<file path="src/rtl/demux1to4_reg.sv">
//==============================================================================
// Module      : demux1to4_reg
// Description : Registered 1-to-4 demultiplexer. One WIDTH-bit word stream
//               with a 2-bit select is steered into one of four channels.
//               Each channel holds its word in a one-entry buffer with a
//               valid/ready handshake and counts the words it has accepted.
// Revision    : 1.0 - initial release
//------------------------------------------------------------------------------
// Ports:
//   clk        in   1      clock, all state updates on the rising edge
//   rst        in   1      asynchronous active-high reset
//   in_valid   in   1      upstream word present
//   in_ready   out  1      word on in_data can be accepted this cycle
//   in_data    in   WIDTH  word to route
//   sel        in   2      destination channel (0..3)
//   out_valid  out  4      bit k: channel k holds a word
//   out_ready  in   4      bit k: channel-k consumer takes its word
//   out_data0..3 out WIDTH buffered word of channel k
//   cnt0..3    out  CNT_W  words accepted into channel k since reset
//==============================================================================
`default_nettype none

module demux1to4_reg #(
  parameter int WIDTH = 32,
  parameter int CNT_W = 8
) (
  input  logic             clk,
  input  logic             rst,
  input  logic             in_valid,
  output logic             in_ready,
  input  logic [WIDTH-1:0] in_data,
  input  logic [1:0]       sel,
  output logic [3:0]       out_valid,
  input  logic [3:0]       out_ready,
  output logic [WIDTH-1:0] out_data0,
  output logic [WIDTH-1:0] out_data1,
  output logic [WIDTH-1:0] out_data2,
  output logic [WIDTH-1:0] out_data3,
  output logic [CNT_W-1:0] cnt0,
  output logic [CNT_W-1:0] cnt1,
  output logic [CNT_W-1:0] cnt2,
  output logic [CNT_W-1:0] cnt3
);

  logic accept;

  // Only the selected channel can stall the input; a channel that is being
  // drained this cycle can take a new word on the same edge.
  assign in_ready = !out_valid[sel] || out_ready[sel];
  assign accept   = in_valid && in_ready;

  genvar gk;
  generate
    for (gk = 0; gk < 4; gk++) begin : g_ch
      logic             load;
      logic             valid_q, valid_d;
      logic [WIDTH-1:0] data_q,  data_d;
      logic [CNT_W-1:0] cnt_q,   cnt_d;

      assign load = accept && (sel == 2'(gk));

      always_comb begin
        valid_d = valid_q;
        data_d  = data_q;
        cnt_d   = cnt_q;
        if (load) begin
          // Load takes priority over a simultaneous drain: no bubble.
          valid_d = 1'b1;
          data_d  = in_data;
          cnt_d   = cnt_q + CNT_W'(1);
        end else if (out_ready[gk]) begin
          // Data is left as-is on drain; only the valid flag drops.
          valid_d = 1'b0;
        end
      end

      always_ff @(posedge clk or posedge rst) begin
        if (rst) begin
          valid_q <= 1'b0;
          data_q  <= '0;
          cnt_q   <= '0;
        end else begin
          valid_q <= valid_d;
          data_q  <= data_d;
          cnt_q   <= cnt_d;
        end
      end

      assign out_valid[gk] = valid_q;
    end
  endgenerate

  assign out_data0 = g_ch[0].data_q;
  assign out_data1 = g_ch[1].data_q;
  assign out_data2 = g_ch[2].data_q;
  assign out_data3 = g_ch[3].data_q;

  assign cnt0 = g_ch[0].cnt_q;
  assign cnt1 = g_ch[1].cnt_q;
  assign cnt2 = g_ch[2].cnt_q;
  assign cnt3 = g_ch[3].cnt_q;

endmodule

`default_nettype wire

</file>
<file path="config.mk">
export PLATFORM = sky130hd
export DESIGN_NAME = demux1to4_reg
export DESIGN_NICKNAME = d
export VERILOG_FILES = /design/src/rtl/demux1to4_reg.sv
export SDC_FILE = /design/constraint.sdc
export NUM_CORES = 1
export LEC_CHECK = 0
export CAP_MARGIN = 25
export CORE_MARGIN = 1.5
export CORE_UTILIZATION = 50
export DETAILED_ROUTE_END_ITERATION = 7
export PLACE_DENSITY = 0.86
export RECOVER_POWER = 50
export SYNTH_ARGS = -nofsm -noshare
export SYNTH_HDL_FRONTEND = slang
export SYNTH_SLANG_ARGS = --single-unit
</file>
<file path="constraint.sdc">
create_clock -name clk -period 10.8 [get_ports clk]
set_input_delay 1.08 -clock clk [delete_from_list [all_inputs] [get_ports clk]]
set_output_delay 1.08 -clock clk [all_outputs]
set_load 0.02 [all_outputs]
</file>
==> out/results.ini <==
[timing]
maxSlewHeadroom_pct=-128
hold_violations=0
fin_setup_tns_ps=0
fmax_mhz=223
fin_crit_sh_pct=41.6
period_needed_ps=4490
grt_setup_unrepaired=false
finalSetupViolations=0
tightest_slew_ps=3400
skew_ps=9.48
slew_violations=82

[power_and_ir_drop]
p_sw_uw=639
seq_power_share_pct=40.6
peakVddDrop_v=0.000123
finalPower_mw=2.07
power_frac_comb_pct=30.9
clkPwrFrac_pct=28.5
powerDensity_nw_per_um2=226
power.internal_mw=1.43
leakage_nw=3.89
switching_share_pct=30.8

[grt]
use_met2_pct=38.5
grt-busiest-layer=met2
use_met3_pct=7.90
met1_usage_pct=26.3
grt_start_max_net_pins=85
overflow=0
grt_use_total_pct=22.7
grt_first_pass_wirelength_um=22700
antenna_found_initial=0
grt_pass1_vias=4288

[floorplanning]
core_um2=12600
die_area_um2=13500
num_rows=41
pin_count=206
die_x_um=116
start_util_pct=50.9
die_y_um=116

[worst_hold_path]
min_path_type=flop to flop

[route]
first_iter_violations=265
ant_nets=0
wire_per_inst_um=18.6
vias=4119
drt-pass1-iter-count=5
routed_via_density=5.16
routed_wl_um=14800
drc_errors=0

[clock_network]
clockBufferDepth=2
ctsHoldBuffers=0
clkSinkCount=164
cts_tree=yes
cts_buffers=17
cts.clk_slew.worst_paths_ps=60
cts_resized=0
htreeDepth=4
clkLatencyLatePin_ps=420
cts_setup_buffers=0
cts-root-buf=clkbuf_16

[final_layout]
final_layout_size_suffix_gt1_share_pct=26.6
syn_to_final_growth_pct=43.2
nets=661
fillerInstances=830
final_cells=799
layout_common_cells=dfrtp_1 (164), mux2_2 (131), dlygate4sd3_1 (126)
diodes=0
final_common_cell=dfrtp_1

[yosys]
yosys.cell_types.count=23
ys_ff_latch=164
yosysSeqAreaShare_pct=64.2
synth_warnings=0
synth.avg_cell_area_um2=15.7
synth_ff_type=dfrtp_1
synth_nets=452
synth-edff-count=0
synth.cell_area_um2=6390
postSynthCellCount=407
synth_async_sr_flop_share_pct=100

[worst_setup_path]
cp.required_ps=11380
cp.arrival_ps=5070
worstSetupPathType=primary input to asynchronous set/reset pin
crit_slowest_cell=clkinvlp_2
path_cells=dlygate4sd3_1 > clkinvlp_2 > clkbuf_1 > buf_16
crit_family=buffers and inverters
cpPeakStageDelay_ps=1910
cp-end-kind=asynchronous set/reset pin
startpoint_type=primary input
cp_max_fo=81
path_buf_inv=4

[place]
dp.cells=768
hpwl_um=10100
gp_congestion=0.817
numPortBuffers=205

[run_status]
status=finished with violations
violations=capacitance limit, slew limit

[job]
cap_violations=1

[cell type report]
type / instances / area, µm² / share of cell area [%]
Multi-Input combinational cell: 220 / 2120 / 23.2
Tap cell: 172 / 215 / 2.35
Timing Repair Buffer: 211 / 2130 / 23.2
Clock buffer: 26 / 509 / 5.56
Inverter: 2 / 8.76 / 0.0956
Clock inverter: 4 / 70.1 / 0.765
Sequential cell: 164 / 4100 / 44.8
[power groups by stage]
| stage | clock (mW) | sequential (mW) | combinational [mW] |
|---|---|---|---|
| floorplan | 0 | 1.01 | 0.166 |
| global route | 0.627 | 0.859 | 0.676 |
| global placement | 0 | 0.843 | 0.660 |
| CTS | 0.600 | 0.846 | 0.680 |
| detailed placement | 0 | 0.854 | 0.675 |
| finish | 0.592 | 0.841 | 0.641 |
[path summary, 6_finish.rpt]
path	depth (start not counted)	endpoint	startpoint	slack, ps
setup / recovery	4	out_data0[24]	rst	6310
hold / removal	1	cnt0[7]	cnt0[7]	470
setup reg to reg	4	cnt0[1]	g_ch[0].valid_q	8400
hold reg to reg	1	cnt0[7]	cnt0[7]	470
max in group clk	6	in_ready	out_ready[3]	6960
min in group asynchronous	2	out_data3[18]	rst	2120
[Yosys cell counts, drive strengths merged (3+ instances only)]
| cell | number | area share [%] |
|---|---|---|
| dfrtp | 164 | 64 |
| mux2 | 132 | 23 |
| xnor2 | 24 | 3.3 |
| buf | 21 | 2.6 |
| nand3 | 13 | 1.0 |
| and2 | 8 | 0.78 |
| nand2 | 8 | 0.47 |
| nand4 | 8 | 0.78 |
| and3 | 4 | 0.39 |
| ha | 4 | 0.78 |
| nand2b | 4 | 0.39 |
| xor2 | 4 | 0.55 |
| o21ai | 3 | 0.23 |
[through the flow]
stage	utilization, %	area [µm²]	worst slack [ps]	hold WS (ps)
floorplan	-	6390	5290	479
finish	72.9	9160	6310	469
detailed placement	68.1	8560	7000	466
CTS	72.7	9140	6960	474
global placement	67.9	8540	6970	460
global route	72.9	9160	5590	486
[worst reg2reg max path, delay by kind of cell (launching register included)]
family                 cells  cell delay (ps)
AND/OR/NAND/NOR            2             1010
multiplexers               1              390
buffers and inverters      1              480
flip-flops                 1              400
[logic make-up after synthesis]
| logic type | after synthesis | synth area share [%] |
|---|---|---|
| buffers and inverters | 23 | 2.76 |
| muxes | 132 | 23.2 |
| AOI/OAI and AO/OA | 4 | 0.352 |
| DFF | 164 | 64.2 |
| adders and majority gates | 4 | 0.783 |
| and+or+nand+nor | 52 | 4.83 |
| xor gates and xnor gates | 28 | 3.84 |
[sequential cells by signal (all words and copies together), names as in the netlist]
signal	cells
cnt3	8
out_data2	32
out_data3	32
cnt1	8
cnt0	8
out_data0	32
out_data1	32
cnt2	8
g_ch.valid_q	4
[metal layers]
| layer | routed length [µm] | up-vias |
|---|---|---|
| met5 | 0 | - |
| met4 | 329 | 0 |
| met3 | 978 | 25 |
| met2 | 7700 | 141 |
| met1 | 5820 | 2116 |
| li1 | - | 1837 |
Power figures use the tool's default switching activity.
